[config.mk]
export PLATFORM = sky130hd
export DESIGN_NAME = bin_to_bcd_seq
export DESIGN_NICKNAME = d
export VERILOG_FILES = /design/src/rtl/bcd_pkg.sv /design/src/rtl/bcd_add3.sv /design/src/rtl/bin_to_bcd_seq.sv
export SDC_FILE = /design/constraint.sdc
export NUM_CORES = 1
export LEC_CHECK = 0
export ABC_AREA = 1
export CORE_ASPECT_RATIO = 0.6
export CORE_UTILIZATION = 40
export DETAILED_ROUTE_END_ITERATION = 7
export PLACE_DENSITY = 0.62
export SETUP_SLACK_MARGIN = 0.5
export SKIP_LAST_GASP = 1
export SYNTH_ARGS = -nofsm -noshare
export SYNTH_HDL_FRONTEND = slang
export SYNTH_SLANG_ARGS = --single-unit
export TNS_END_PERCENT = 100
[constraint.sdc]
create_clock -name iClk -period 2.43 [get_ports iClk]
set_clock_uncertainty 0.1 [all_clocks]
set_input_delay 0.243 -clock iClk [delete_from_list [all_inputs] [get_ports iClk]]
set_output_delay 0.243 -clock iClk [all_outputs]
set_load 0.01 [all_outputs]
[src/rtl/bcd_pkg.sv]
// rtl/bcd_pkg.sv - shared types, constants and sizing helper for the binary-to-BCD converter
package bcd_pkg;

    typedef enum logic [1:0] {
        IDLE  = 2'd0,
        SHIFT = 2'd1,
        DONE  = 2'd2
    } bcd_state_e;

    localparam int BCD_NIBBLE_W = 4;

    // Minimum decimal digits for an unsigned bin_w-bit value: ceil(bin_w * log10(2)),
    // evaluated with a fixed-point log10(2) = 0.30103.
    function automatic int min_digits(input int bin_w);
        return (bin_w * 30103 + 99999) / 100000;
    endfunction

endpackage

[src/rtl/bcd_add3.sv]
// rtl/bcd_add3.sv - double-dabble nibble correction (add 3 when the digit is 5 or more)
module bcd_add3
    import bcd_pkg::*;
(
    input  logic [BCD_NIBBLE_W-1:0] in_nib,
    output logic [BCD_NIBBLE_W-1:0] out_nib
);

    // Digits 5..9 become 8..12, so the following left shift carries into the next digit.
    always_comb begin
        out_nib = (in_nib >= 4'd5) ? in_nib + 4'd3 : in_nib;
    end

endmodule

[src/rtl/bin_to_bcd_seq.sv]
// rtl/bin_to_bcd_seq.sv - sequential double-dabble converter, one bit per clock; BCDCONV_LZB_EN adds leading-zero blanking
module bin_to_bcd_seq
    import bcd_pkg::*;
#(
    parameter int BIN_W  = 16,
    parameter int DIGITS = 5
) (
    input  logic                           iClk,
    input  logic                           iRst_n,
    input  logic                           iStart,
    input  logic [BIN_W-1:0]               iBin,
    output logic                           oBusy,
    output logic                           oDone,
    output logic [BCD_NIBBLE_W*DIGITS-1:0] oBCD
`ifdef BCDCONV_LZB_EN
    ,
    output logic [DIGITS-1:0]              oBlank
`endif
);

    localparam int BCD_W = BCD_NIBBLE_W * DIGITS;
    localparam int CNT_W = $clog2(BIN_W + 1);

    // Refuse to build a converter that cannot hold the largest input value.
    if (DIGITS < min_digits(BIN_W)) begin : g_digits_too_small
        $error("bin_to_bcd_seq: DIGITS too small for BIN_W");
    end

    bcd_state_e        state_q, state_d;
    logic [BIN_W-1:0]  shift_q, shift_d;
    logic [BCD_W-1:0]  scratch_q, scratch_d;
    logic [CNT_W-1:0]  cnt_q, cnt_d;
    logic [BCD_W-1:0]  bcd_q, bcd_d;
    logic              done_q, done_d;
    logic [BCD_W-1:0]  scratch_corr;

`ifdef BCDCONV_LZB_EN
    logic [DIGITS-1:0] blank_q, blank_d;
    logic [DIGITS-1:0] blank_calc;
    logic              upper_zero;
`endif

    // One correction unit per digit of the scratch register.
    for (genvar g = 0; g < DIGITS; g++) begin : g_add3
        bcd_add3 u_add3 (
            .in_nib  (scratch_q[g*BCD_NIBBLE_W +: BCD_NIBBLE_W]),
            .out_nib (scratch_corr[g*BCD_NIBBLE_W +: BCD_NIBBLE_W])
        );
    end

`ifdef BCDCONV_LZB_EN
    // A digit is blanked when it and every more significant digit are zero; digit 0 always shows.
    always_comb begin
        blank_calc = '0;
        upper_zero = 1'b1;
        for (int k = DIGITS - 1; k >= 1; k--) begin
            upper_zero    = upper_zero && (scratch_q[k*BCD_NIBBLE_W +: BCD_NIBBLE_W] == '0);
            blank_calc[k] = upper_zero;
        end
    end
`endif

    // Next-state and datapath: load in IDLE, correct-then-shift in SHIFT, publish in DONE.
    always_comb begin
        state_d   = state_q;
        shift_d   = shift_q;
        scratch_d = scratch_q;
        cnt_d     = cnt_q;
        bcd_d     = bcd_q;
        done_d    = 1'b0;
`ifdef BCDCONV_LZB_EN
        blank_d   = blank_q;
`endif
        case (state_q)
            IDLE: begin
                if (iStart) begin
                    shift_d   = iBin;
                    scratch_d = '0;
                    cnt_d     = CNT_W'(BIN_W);
                    state_d   = SHIFT;
                end
            end
            SHIFT: begin
                scratch_d = (scratch_corr << 1) | BCD_W'(shift_q[BIN_W-1]);
                shift_d   = shift_q << 1;
                cnt_d     = cnt_q - CNT_W'(1);
                if (cnt_q == CNT_W'(1)) begin
                    state_d = DONE;
                end
            end
            DONE: begin
                bcd_d   = scratch_q;
                done_d  = 1'b1;
`ifdef BCDCONV_LZB_EN
                blank_d = blank_calc;
`endif
                state_d = IDLE;
            end
            default: begin
                state_d = IDLE;
            end
        endcase
    end

    // State and datapath registers; reset aborts any conversion in flight.
    always_ff @(posedge iClk) begin
        if (!iRst_n) begin
            state_q   <= IDLE;
            shift_q   <= '0;
            scratch_q <= '0;
            cnt_q     <= '0;
            bcd_q     <= '0;
            done_q    <= 1'b0;
`ifdef BCDCONV_LZB_EN
            blank_q   <= '0;
`endif
        end else begin
            state_q   <= state_d;
            shift_q   <= shift_d;
            scratch_q <= scratch_d;
            cnt_q     <= cnt_d;
            bcd_q     <= bcd_d;
            done_q    <= done_d;
`ifdef BCDCONV_LZB_EN
            blank_q   <= blank_d;
`endif
        end
    end

    assign oBusy = (state_q != IDLE);
    assign oDone = done_q;
    assign oBCD  = bcd_q;
`ifdef BCDCONV_LZB_EN
    assign oBlank = blank_q;
`endif

endmodule

==> run summary, run 1 <==
Clock latency on the worst-skew pair, taken at its later pin, is 0.32 ns. Dividing total power by cell area gives a power density of 707.7 nW/um^2. The tree is rooted in a sky130_fd_sc_hd__clkbuf_16. After floorplanning, the core was divided into 23 placement rows. The fraction of met1 tracks used by global routing is 0.2379, and the xor/xnor share of the synthesized area is 0.

Ratio of final minimum period to clock period: 0.7406. TritonCTS built the clock tree. The congestion estimate from routability-driven global placement came to 0.7881.

0 antenna diodes ended up in the layout. The number of pins with negative max-slew slack in the final report is 0. After clock tree synthesis, the setup repair step added 0 buffers. The finished cells cover 3664 um^2.

The logs give 0.7297 for the normalized max-slew margin and 0.06031 for the met3 demand-to-capacity share in global routing. Dividing the synthesized area by the synthesized cell count gives 7.423 um^2. The logs give 0.2692 for the met2 usage in global routing and 0.001490 uW for the leakage component of the power. Setup repair after global routing left no endpoint under its margin. The post-synthesis share of cell area spent on and, or, nand and nor gates works out to 0.2615. The layout filler cell count is 671, and the instance count along the most critical hold path is 2. The worst setup path is captured at a primary output. The complex-gate fraction of the synthesized area was 0.1589. The global-route total usage across every layer was 0.1786.

The number of warning messages in the yosys log was 0. Entering global routing, the biggest net connects 41 pins. In this run the critical register-to-register path is launched from scratch_q[8].

Synthesis produced 399 cells. STA classifies the critical path startpoint as a flip-flop. Across all register-to-register paths, the minimum setup slack is 0.89 ns.

Wires add up to 6352 um. The logs give 0.4288 for the initial core utilization and 2261 for the number of global-route vias before repair. The number of antenna violations at the first check in global routing was 0.

By area, the combinational part of the netlist is dominated by simple AND/OR/NAND/NOR gates. Summed over all failing endpoints, the final setup total negative slack is 0 ns. Setup violations remaining at the end of the flow were counted as 0.

The flow ran to the end, and the final reports show no timing, DRC or antenna violations. The die span in y works out to 68.65 um. The average vias per placed instance was 4.924; the transition time of the tightest slew-check pin was 0.4054 ns. The post-synthesis mux area share is 0.

The path with the worst hold slack has its endpoint at shift_q[0]. For this design, the CTS-stage hold fixing added 0 buffers. The post-synthesis net count is 430.

Of all nets on the critical path, the largest fanout is 4. The detailed placer's ending HPWL was 4194 um. The post-place instance area was 3359 um^2.

Time the worst path needs with I/O delays and setup: 1.800 ns. By startpoint and endpoint, the worst setup path is classified as reg -> out. For this run the aggregate overflow at the end of global routing stands at 0.

The tree built by TritonCTS fans out to 64 sinks. At the worst endpoint, the required time is 2.09 ns. Clock-pin slew was measured on the worst setup and hold paths at 0.05 ns. Area overhead of the layout relative to synthesis: 23.70%.

The remaining design rule violation count is 0, and the ratio of cells with drive above 1 in the final layout is 0.06378. The logs give 2 for the maximum count of clock buffers along a single path and 6907 um^2 for the area of the core. Summing every instance area after synthesis gives 2962 um^2. In this run the critical register-to-register path is captured at scratch_q[12].

The tool flagged a number of max-cap violations equal to 0. 41 I/O pins were placed. After the first detailed-routing iteration, the DRC count stood at 203. The count of buffers added on input and output ports is 40.

The number of register bits inferred by synthesis is 64, and the number of nets at the end of the flow is 465. The floorplan step defined a die boundary enclosing 7763 um^2. For the worst setup path, the data arrival time is 1.46 ns. In this run the most used layer during global routing was met2. Post-CTS repair changed the size of 0 cells. Across the VDD grid, the largest voltage drop is 0.4148 mV. Synthesis instantiated 22 different standard cells from the library.

The tools report the total count of hold-check failures in the final report as 0. The count of nets left with antenna violations once routing finished came out at 0. The tools report the first-pass iteration count of the detailed router as 5.

For the top achievable clock speed, the log shows 555.6 MHz. The startpoint of the lowest-slack hold path was shift_q[0]. First-pass GRT wire length: 10540 um.

The worst register-to-register path has a depth of 9. In this run the worst hold path is classified as reg -> reg. The run gives 9 as the clock buffer count from CTS. The logs give 0.4326 for the proportion of synthesized chip area in sequential cells and 3 for the number of levels in the clock H-tree. The horizontal die dimension is 113.1 um, and the total vias in the final route is 2590. In the final routed layout, each cell accounts on average for 12.08 um. The area share of fa/ha/maj cells after synthesis was 0.05070.
## per-layer routing
metal	up-vias	wire length [um]
met5	-	0
met4	0	44
met3	5	258
met2	43	2693
met1	1152	3355
li1	1390	-
## cell usage in the layout, fill, tap and decap left out
cell | synthesis | final
sky130_fd_sc_hd__clkbuf_8 | 0 | 5
sky130_fd_sc_hd__clkbuf_16 | 0 | 9
sky130_fd_sc_hd__nor2_4 | 1 | 1
sky130_fd_sc_hd__inv_2 | 2 | 2
sky130_fd_sc_hd__a21oi_1 | 42 | 42
sky130_fd_sc_hd__nand4_1 | 10 | 10
sky130_fd_sc_hd__o22ai_1 | 3 | 3
sky130_fd_sc_hd__clkdlybuf4s50_1 | 0 | 40
sky130_fd_sc_hd__ha_1 | 12 | 12
sky130_fd_sc_hd__buf_4 | 5 | 1
sky130_fd_sc_hd__nor3b_1 | 1 | 1
sky130_fd_sc_hd__nand3_1 | 29 | 29
sky130_fd_sc_hd__buf_12 | 0 | 1
sky130_fd_sc_hd__a31oi_1 | 9 | 9
sky130_fd_sc_hd__nand2_4 | 4 | 4
sky130_fd_sc_hd__inv_4 | 3 | 3
sky130_fd_sc_hd__a22oi_1 | 1 | 1
sky130_fd_sc_hd__inv_1 | 32 | 32
sky130_fd_sc_hd__o211ai_1 | 3 | 3
sky130_fd_sc_hd__o21ai_1 | 9 | 9
sky130_fd_sc_hd__nor2_1 | 31 | 31
sky130_fd_sc_hd__nand2_1 | 103 | 103
sky130_fd_sc_hd__o21ai_0 | 22 | 22
sky130_fd_sc_hd__clkinv_2 | 0 | 2
sky130_fd_sc_hd__dfxtp_1 | 64 | 64
## through the flow
step	hold slack (ns)	worst slack [ns]	total power [uW]	util	instances
6_report	0.3619	0.6303	2593	0.5304	526
5_1_grt	0.3784	0.5669	2710	0.5304	526
4_1_cts	0.3608	0.6100	2634	0.5304	526
3_5_place_dp	0.3542	0.7709	1354	0.4864	510
3_3_place_gp	0.3510	0.7972	1352	0.4864	510
2_1_floorplan	0.2809	1.150	1291	-	399
## registers in the layout, indices dropped and copies added, names as in the netlist
name       flops
cnt_q          5
state_q        2
shift_q       16
scratch_q     20
oBCD          20
oDone          1
## how the worst max path moves through the flow
stage / slack [ns] / startpoint / cells after the start / to
3_3_place_gp: 0.80 / iStart / 7 / cnt_q[4]
6_report: 0.63 / state_q[0] / 3 / oBusy
5_1_grt: 0.57 / state_q[0] / 3 / oBusy
4_1_cts: 0.61 / state_q[0] / 3 / oBusy
3_5_place_dp: 0.77 / iStart / 8 / shift_q[10]
2_1_floorplan: 1.15 / scratch_q[4] / 9 / scratch_q[8]
## cells by family (layout without fill, tap and decap cells)
kind of cell,after synthesis,after routing
AND/OR/NAND/NOR,179,179
flip-flops,64,64
buffers and inverters,55,95
adder cells (fa/ha/maj),12,12
AO/OA/AOI/OAI,89,89
## cell usage after synthesis
master / count / area share
sky130_fd_sc_hd__a21oi_1: 42 / 0.071
sky130_fd_sc_hd__a22oi_1: 1 / 0.0025
sky130_fd_sc_hd__a31oi_1: 9 / 0.019
sky130_fd_sc_hd__buf_4: 5 / 0.013
sky130_fd_sc_hd__buf_6: 7 / 0.027
sky130_fd_sc_hd__clkbuf_1: 6 / 0.0076
sky130_fd_sc_hd__dfxtp_1: 64 / 0.43
sky130_fd_sc_hd__ha_1: 12 / 0.051
sky130_fd_sc_hd__inv_1: 32 / 0.041
sky130_fd_sc_hd__inv_2: 2 / 0.0025
sky130_fd_sc_hd__inv_4: 3 / 0.0063
sky130_fd_sc_hd__nand2_1: 103 / 0.13
sky130_fd_sc_hd__nand2_4: 4 / 0.015
sky130_fd_sc_hd__nand3_1: 29 / 0.049
sky130_fd_sc_hd__nand4_1: 10 / 0.021
sky130_fd_sc_hd__nor2_1: 31 / 0.039
sky130_fd_sc_hd__nor2_4: 1 / 0.0038
sky130_fd_sc_hd__nor3b_1: 1 / 0.0025
sky130_fd_sc_hd__o211ai_1: 3 / 0.0076
sky130_fd_sc_hd__o21ai_0: 22 / 0.037
sky130_fd_sc_hd__o21ai_1: 9 / 0.015
sky130_fd_sc_hd__o22ai_1: 3 / 0.0063
## worst max-delay path, cell delays in order (launching register included)
cell and delay, ns:
sky130_fd_sc_hd__dfxtp_1 0.47, sky130_fd_sc_hd__nor2_1 0.09, sky130_fd_sc_hd__inv_1 0.06, sky130_fd_sc_hd__clkdlybuf4s50_1 0.52
## area by class of cell
cell class	count	area, um^2	share of cell area
multi-input combinational	280	1395	0.3808
sequential	64	1281	0.3497
timing repair buffer	42	427.9	0.1168
clock buffer	14	294.0	0.08026
inverter	37	146.4	0.03996
tap	87	108.9	0.02971
clock inverter	2	10.01	0.002732
## report_power, final
group / internal [uW] / switching [uW] / total [uW]
sequential: 1090 / 24.5 / 1110
combinational: 89.3 / 128 / 218
clock: 825 / 437 / 1260
Power figures use the tool's default switching activity.
==> run 2, diff against run 1 <==
==> constraint.sdc (replaced) <==
create_clock -name iClk -period 1.8 [get_ports iClk]
set_clock_uncertainty 0.1 [all_clocks]
set_input_delay 0.18 -clock iClk [delete_from_list [all_inputs] [get_ports iClk]]
set_output_delay 0.18 -clock iClk [all_outputs]
set_load 0.01 [all_outputs]
==> run summary, run 2 (synthesized netlist as in run 1, its figures left out) <==
The flow ran to the end, and the final reports show no timing, DRC or antenna violations. Path depth of the worst reg2reg path: 7 (-2). The highest net fanout along the worst path is 4 (unchanged). The tools report the remaining design rule violation count as 0 (unchanged). The tools report the final setup violation count as 0 (unchanged). The detailed placer's ending HPWL is 4585 um (+9.3%). The delay contributed by the slowest stage of the critical path was 0.34 ns (-0.18 ns). The violation count after the first detailed-route iteration was 202 (-0.49%). The logs give 6907 um^2 (unchanged) for the area of the core and 0 ns (unchanged) for the total negative setup slack. The clock insertion delay at the later pin of the skew report came out at 0.33 ns (about the same). STA classifies the critical path endpoint as a flip-flop. The number of levels in the clock H-tree is 3 (unchanged).

Setup repair after global routing could not meet its margin everywhere. The leakage component of the power came out at 0.001959 uW (+32%). The ratio of final minimum period to clock period is 0.7206, and the worst voltage drop across the vdd grid is 0.3947 mV (-4.8%).

TritonCTS built the clock tree. Leaving out fill and tap cells, the most frequent cell in the layout is sky130_fd_sc_hd__nand2_1. The run gives 0 (unchanged) as the total global routing overflow.

The total count of hold-check failures in the final report was 0 (unchanged). The peak-usage layer in the global routing report is met2. The tools report the global-route total usage across every layer as 0.1975 (+0.01889). The power per cell area is 844.8 nW/um^2 (+19%), and the total vias in the final route is 2962 (+14%). The number of pins with negative max-slew slack in the final report is 0 (unchanged).

The fraction of met1 tracks used by global routing was 0.2562 (+0.01823). The die span in y was 68.65 um (unchanged); the clock net sink count was 64 (unchanged). The clock buffer count from CTS was 9 (unchanged); the clock edge transition at the registers on the reported setup and hold paths was 0.06 ns (about the same). The tools report the number of nets at the end of the flow as 504 (+8.4%).

The clock period could shrink to 1.297 ns. Global placement routability congestion: 0.7806 (-0.95%). Sort of element at the start of the critical path: a flip-flop.

Walking the worst path, the cells encountered are inv_2 > ha_1 > nand2_2 > nand3_2 > nand2_2 > nand3_2 > a21oi_1. Destination of the worst register-to-register timing path: scratch_q[18]. The run gives 0.50 ns (-0.39 ns) as the worst setup slack for register-to-register paths. Critical path class: reg -> reg. The top achievable clock speed came out at 770.9 MHz. For the number of hold-repair buffers added at the cts stage, the log shows 0 (unchanged). The instance count along the most critical hold path is 3 (+1), and the number of routed nets with antenna violations is 0 (unchanged). The tools report the die footprint as 7763 um^2 (unchanged). For the met2 usage in global routing, the log shows 0.3160 (+0.04678).

The wire length reported by the detailed router was 8170 um (+29%); the post-layout instance count excluding filler cells was 565 (+7.4%). The logs give 516 (+1.2%) for the count of placed standard cells including taps and 1.96 ns (-0.13 ns) for the critical path data required time. The arrival time reported for the critical path endpoint was 1.46 ns (about the same); the normalized max-slew margin was 0.7773 (+0.04755). The max capacitance violation total is 0 (unchanged).

The transition time of the tightest slew-check pin was 0.3337 ns (-0.07178 ns). The number of standard-cell rows in the floorplan was 23 (unchanged); the average vias per placed instance was 5.242 (+6.5%). The number of antenna violations at the first check in global routing was 0 (unchanged). The worst hold path belongs to the class in -> reg. The number of port buffers was 40 (unchanged). The tools report the met3 demand-to-capacity share in global routing as 0.05944 (-0.0008741).

The root buffer cell chosen for the clock tree is sky130_fd_sc_hd__clkbuf_16. The slowest cell on the critical path is sky130_fd_sc_hd__dfxtp_1. The ratio of cells with drive above 1 in the final layout is 0.2803 (+0.2166), and the routed length per placed instance is 14.46 um (+20%). The run gives 2494 (+10%) as the number of global-route vias before repair. Compared with the post-synthesis result, the final layout area differs by 45.59%.

The boundary pin count was 41 (unchanged); the footprint of the multi-input gates was 1677 um^2 (+20%). The horizontal die dimension is 113.1 um (unchanged). Startpoint of the worst-slack reg-to-reg timing path: scratch_q[17]. In the layout the commonest cells are sky130_fd_sc_hd__nand2_1 (89), sky130_fd_sc_hd__dfxtp_1 (49), sky130_fd_sc_hd__a21oi_1 (39).

The path with the worst hold slack has its endpoint at shift_q[4]. The pin count of the biggest net entering global routing is 38 (-7.3%), and the number of antenna repair diodes is 0 (unchanged). The layout filler cell count was 597 (-11%); the first-pass GRT wire length was 11760 um (+12%). For the first-pass iteration count of the detailed router, the log shows 4 (-1). The initial core utilization is 0.4288 (unchanged). The startpoint of the lowest-slack hold path is iBin[4]. The maximum count of clock buffers along a single path is 2 (unchanged), and the register area is 1315 um^2 (+2.6%).
==> run 2: changes by cell type in the layout (fill, tap and decap cells not counted), moves of 8 or more <==
| cell | before | now |
|---|---|---|
| sky130_fd_sc_hd__buf_4 | 1 | 32 |
| sky130_fd_sc_hd__clkdlybuf4s50_1 | 40 | 18 |
| sky130_fd_sc_hd__dlygate4sd2_1 | 0 | 21 |
| sky130_fd_sc_hd__inv_1 | 32 | 16 |
| sky130_fd_sc_hd__dfxtp_1 | 64 | 49 |
| sky130_fd_sc_hd__nand2_1 | 103 | 89 |
| sky130_fd_sc_hd__ha_1 | 12 | 2 |
| sky130_fd_sc_hd__dfxtp_2 | 0 | 9 |
| sky130_fd_sc_hd__ha_4 | 0 | 8 |
| sky130_fd_sc_hd__inv_2 | 2 | 10 |
==> run 2: cell type report <==
type / count / area share
inverter: 37 / 0.04759
sequential: 64 / 0.3050
multi-input combinational: 281 / 0.3889
timing repair buffer: 79 / 0.1616
tap: 87 / 0.02525
clock inverter: 3 / 0.009286
timing repair inverter: 1 / 0.002031
clock buffer: 13 / 0.06036
==> run 2: stage by stage <==
| step | hold WS (ns) | util | setup slack, ns | total power [uW] | area [um^2] |
|---|---|---|---|---|---|
| 2_1_floorplan | 0.2179 | - | 0.5202 | 1743 | 2962 |
| 3_3_place_gp | 0.3531 | 0.4911 | 0.2358 | 1836 | 3392 |
| 3_5_place_dp | 0.3558 | 0.4911 | 0.2050 | 1841 | 3392 |
| 4_1_cts | 0.3262 | 0.5601 | 0.3935 | 3595 | 3869 |
| 5_1_grt | 0.3282 | 0.6243 | 0.4154 | 3780 | 4312 |
| 6_report | 0.3247 | 0.6243 | 0.5029 | 3642 | 4312 |
==> run 2: where the power goes <==
| part | internal [uW] | switching, uW | total, uW | leakage (uW) |
|---|---|---|---|---|
| registers | 1460 | 37.9 | 1500 | 0.000529 |
| logic | 167 | 212 | 379 | 0.00128 |
| clock network | 1140 | 619 | 1760 | 0.000150 |
| total | 2770 | 869 | 3640 | 0.00196 |
==> run 2: routing by layer <==
| layer | up-vias | share of wire |
|---|---|---|
| li1 | 1478 | - |
| met1 | 1393 | 0.47 |
| met2 | 80 | 0.47 |
| met3 | 11 | 0.049 |
| met4 | 0 | 0.011 |
| met5 | - | 0 |
==> run 2: worst max-delay path by stage <==
stage                        from            end  depth (start not counted)  slack [ns]
global route         scratch_q[5]   scratch_q[8]                          9        0.42
global placement           iStart    shift_q[15]                          6        0.24
detailed placement         iStart  scratch_q[13]                          6        0.21
floorplan            scratch_q[4]   scratch_q[8]                          9        0.52
finish              scratch_q[17]  scratch_q[18]                          7        0.50
CTS                    state_q[0]          oBusy                          3        0.39
==> run 2: repair_timing <==
item	in CTS	in global routing
resized for setup	65	78
cloned	0	2
pin swaps	7	28
endpoints found under the setup margin	69	53
buffers inserted	12	19
==> run 2: critical path: cells and delay by family (launching register included) <==
| family | cells | cell delay (ns) |
|---|---|---|
| DFF | 1 | 0.34 |
| AOI/OAI and AO/OA | 1 | 0.14 |
| and+or+nand+nor | 4 | 0.36 |
| adders and majority gates | 1 | 0.21 |
| buffers and inverters | 1 | 0.08 |
==> patch 1, RTL diff (flow settings as in run 2) <==
Register the inputs `iStart` and `iBin` before use, with the module's reset. The logic sees them one clock later.
--- a/src/rtl/bin_to_bcd_seq.sv
+++ b/src/rtl/bin_to_bcd_seq.sv
@@ -20,6 +20,19 @@
 
     localparam int BCD_W = BCD_NIBBLE_W * DIGITS;
     localparam int CNT_W = $clog2(BIN_W + 1);
+
+    logic iStart_q;
+    logic [BIN_W-1:0] iBin_q;
+
+    always_ff @(posedge iClk) begin
+        if (!iRst_n) begin
+            iStart_q <= '0;
+            iBin_q   <= '0;
+        end else begin
+            iStart_q <= iStart;
+            iBin_q   <= iBin;
+        end
+    end
 
     // Refuse to build a converter that cannot hold the largest input value.
     if (DIGITS < min_digits(BIN_W)) begin : g_digits_too_small
@@ -73,8 +86,8 @@
 `endif
         case (state_q)
             IDLE: begin
-                if (iStart) begin
-                    shift_d   = iBin;
+                if (iStart_q) begin
+                    shift_d   = iBin_q;
                     scratch_d = '0;
                     cnt_d     = CNT_W'(BIN_W);
                     state_d   = SHIFT;
Formal check against the unedited RTL: not equivalent (Yosys sat finds a counterexample within 4 cycles, from zero or initial values and one cycle with iRst_n low).
==> patch 1 against run 2 <==
  * Sequential power up 25%
  * First-iteration DRC count up 15%
  * Sequential cell count up 17
  * Power up 13%
  * Final cell count up 9.4%
  * Setup slack better by 0.016 ns
  * Highest routed layer unchanged
  * Count of clock-buffer cells in the layout up 1
  * Largest cell class unchanged
  * Fmax up 1.3%
  * Final area up 7.0%
  * Area after synthesis up 13%
  * Synthesized cell count up 12%
  * Wire length down 3.3%
==> patch 1: results <==
group,metric,value,unit
setup_path,crit_slowest_cell,"dfxtp_2",
power,leakage,2.11,nW
finish,drive_gt1_share,22.0,%
finish,nFillCells,736,
power,swShare,21.1,%
routing,viasPerCell,4.87,
logic_synthesis,syn-num-nets,478,
global_routing,globalRouteMet2Util,28.2,%
setup_path,reg2reg_from,"scratch_q[5]",
logic_synthesis,synth.distinct_cells,23,
outcome,status,"finished clean",
global_routing,grt_util_all_layers,17.9,%
logic_synthesis,synth-compound-area-share,13.7,%
global_routing,met3_usage,5.86,%
sta,slew_headroom,77.6,%
routing,drt_iter0_markers,232,
sta,final.period_utilization,71.2,%
global_routing,grt_pass1_wl,12000,um
setup_path,ff2ff_setup_slack,0.52,ns
placement,gp_congestion,0.825,
routing,wirelength,7900,um
finish,nets,536,
logic_synthesis,ys_top_cells_by_count,"nand2_1, dfxtp_1, inv_1",
placement,pre_cts_ws,0.248,ns
global_routing,grt_pass1_vias,2636,
global_routing,met1_usage,22.8,%
setup_path,crit_path_max_incr_delay,0.37,ns
setup_path,reg2reg_depth,9,
placement,dp_hpwl,4560,um
[patch 1: power by group through the flow]
stage	Clock (mW)	Combinational, mW	Sequential, mW
final	1.96	0.287	1.87
after global routing	2.10	0.321	1.87
after CTS	2.01	0.274	1.87
after detailed placement	0	0.266	1.91
after global placement	0	0.262	1.91
after floorplan	0	0.171	1.91
[patch 1: per-stage QoR]
stage                     std cells  total power, mW  instance area, sq um
after global routing            618             4.29                  4610
after CTS                       605             4.16                  4240
after global placement          582             2.17                  3830
final                           618             4.12                  4610
after detailed placement        582             2.18                  3830
after floorplan                 447             2.08                  3340
[patch 1: how the worst max path moves through the flow]
stage                       start       endpoint  cells after the start
global placement           iRst_n     state_q[0]                      5
global route        scratch_q[12]  scratch_q[14]                      8
detailed placement         iRst_n     shift_q[2]                      5
floorplan           scratch_q[12]  scratch_q[16]                      9
finish               scratch_q[5]   scratch_q[8]                      9
CTS                    state_q[0]          oBusy                      3
[patch 1: tightest hold or removal path, cell delays in order]
cell	delay (ns)
clkdlybuf4s50_1	0.39
nand2_1	0.06
inv_1	0.03
[patch 1: repair_timing]
| item | 4_1_cts | 5_1_grt |
|---|---|---|
| endpoints found under the hold margin | 0 | 0 |
| gates resized for setup | 49 | 84 |
| cloned | 0 | 1 |
| setup endpoints to repair | 79 | 53 |
| buffers inserted | 7 | 12 |
| pin swaps | 0 | 23 |
[patch 1: cell type report]
class	count	area (sq um)	area share (%)
repair buffers	67	604	13.1
flip-flops and latches	81	1650	35.7
well taps	108	135	2.93
multi-input cells	291	1650	35.8
clock inverters	2	60.1	1.30
clock buffers	14	264	5.72
inverters	54	243	5.26
repair inverters	1	5.00	0.108
[patch 1: cells by family after synthesis]
logic type / count (synthesis)
AND/OR/NAND/NOR: 193
adder cells (fa/ha/maj): 12
buffers and inverters: 75
flip-flops: 81
AO/OA/AOI/OAI: 86
[patch 1: routing by layer]
metal | up-vias | part of all wire [%]
met4 | 0 | 0.56
li1 | 1561 | -
met2 | 71 | 46
met5 | - | 0
met1 | 1371 | 48
met3 | 6 | 4.8
==> patch 2, RTL diff (settings of run 2) <==
Without the edit above. Add a define of `BCDCONV_LZB_EN`.
--- a/src/rtl/bin_to_bcd_seq.sv
+++ b/src/rtl/bin_to_bcd_seq.sv
@@ -1,4 +1,6 @@
 // rtl/bin_to_bcd_seq.sv - sequential double-dabble converter, one bit per clock; BCDCONV_LZB_EN adds leading-zero blanking
+`define BCDCONV_LZB_EN
+
 module bin_to_bcd_seq
     import bcd_pkg::*;
 #(
Function (old outputs only; new: oBlank): kept (equiv_simple and equiv_induct, registers matched by name and starting in step).
==> patch 2 against run 2 <==
  * Count of clock-buffer cells in the layout did not move
  * Wire length rose by 4.0%
  * Final area rose by 10%
  * Synthesized cell count rose by 8.0%
  * Worst hold slack got worse by 0.0069 ns
  * Sequential cell count rose by 4
  * Largest cell class unchanged
  * Setup slack got worse by 0.0077 ns
  * Power rose by 0.15%
  * Area after synthesis rose by 9.8%
  * Critical path type unchanged
==> patch 2: results <==
group,metric,value,unit
setup_path,reg2reg_from,"scratch_q[14]",
worst_hold_path,whs_endpoint,"shift_q[8]",
power,vdd_drop_max,519,uV
setup_path,reg2reg_to,"scratch_q[13]",
finish,drive_gt1_share,30.2,%
global_routing,met1_usage,25.0,%
logic_synthesis,seq_area_frac_synth,41.9,%
placement,placed_area,3790,sq um
routing,drt-wirelength-per-cell,13.8,um
cts,post_cts_resized,62,
cts,postCtsSetupRepairBufs,2,
logic_synthesis,ys_top_cells_by_count,"nand2_1, dfxtp_1, inv_1",
placement,gp_congestion,0.807,
logic_synthesis,syn_inst,431,
routing,wl_met3,521,um
global_routing,globalRouteMet2Util,30.5,%
finish,nFillCells,701,
finish,stdcell_area,4760,sq um
sta,whs,0.318,ns
finish,multi_input_gates,300,
finish,regArea,1390,sq um
placement,dp.cells,572,
logic_synthesis,synthAdderAreaFrac,5.77,%
routing,wirelength,8500,um
setup_path,reg2reg_depth,5,
routing,dr_wl_met2,4040,um
outcome,status,"finished clean",
global_routing,grt_max_degree,36,
sta,period_minus_slack,1.30,ns
routing,wl_met1,3850,um
logic_synthesis,synth-compound-area-share,14.6,%
setup_path,crit_path_max_incr_delay,0.58,ns
global_routing,grt_pass1_wl,12700,um
finish,area_share_clock_buf_inv,5.68,%
## patch 2: cell count changes in the layout (fill, tap and decap cells not counted), moves of 4 or more
| cell | run 2 | this run |
|---|---|---|
| a21oi_2 | 3 | 12 |
| buf_12 | 1 | 6 |
| a21oi_1 | 39 | 34 |
| nand2_1 | 89 | 95 |
| inv_1 | 16 | 26 |
| nand2_2 | 7 | 15 |
| dfxtp_1 | 49 | 55 |
| ha_1 | 2 | 6 |
| nand3_1 | 22 | 17 |
| o21ai_1 | 9 | 2 |
| inv_2 | 10 | 5 |
| nand3_2 | 5 | 13 |
| buf_4 | 32 | 23 |
## patch 2: where the power goes
part / internal [mW] / switching, mW
Combinational: 0.210 / 0.245
Sequential: 1.55 / 0.0357
Clock: 0.994 / 0.611
Total: 2.76 / 0.892
## patch 2: worst max-delay path: cells and delay by family, from the launching register on
family | cells | cell delay (ns)
flip-flops | 1 | 0.58
AND/OR/NAND/NOR | 3 | 0.30
AO/OA/AOI/OAI | 1 | 0.13
buffers and inverters | 1 | 0.14
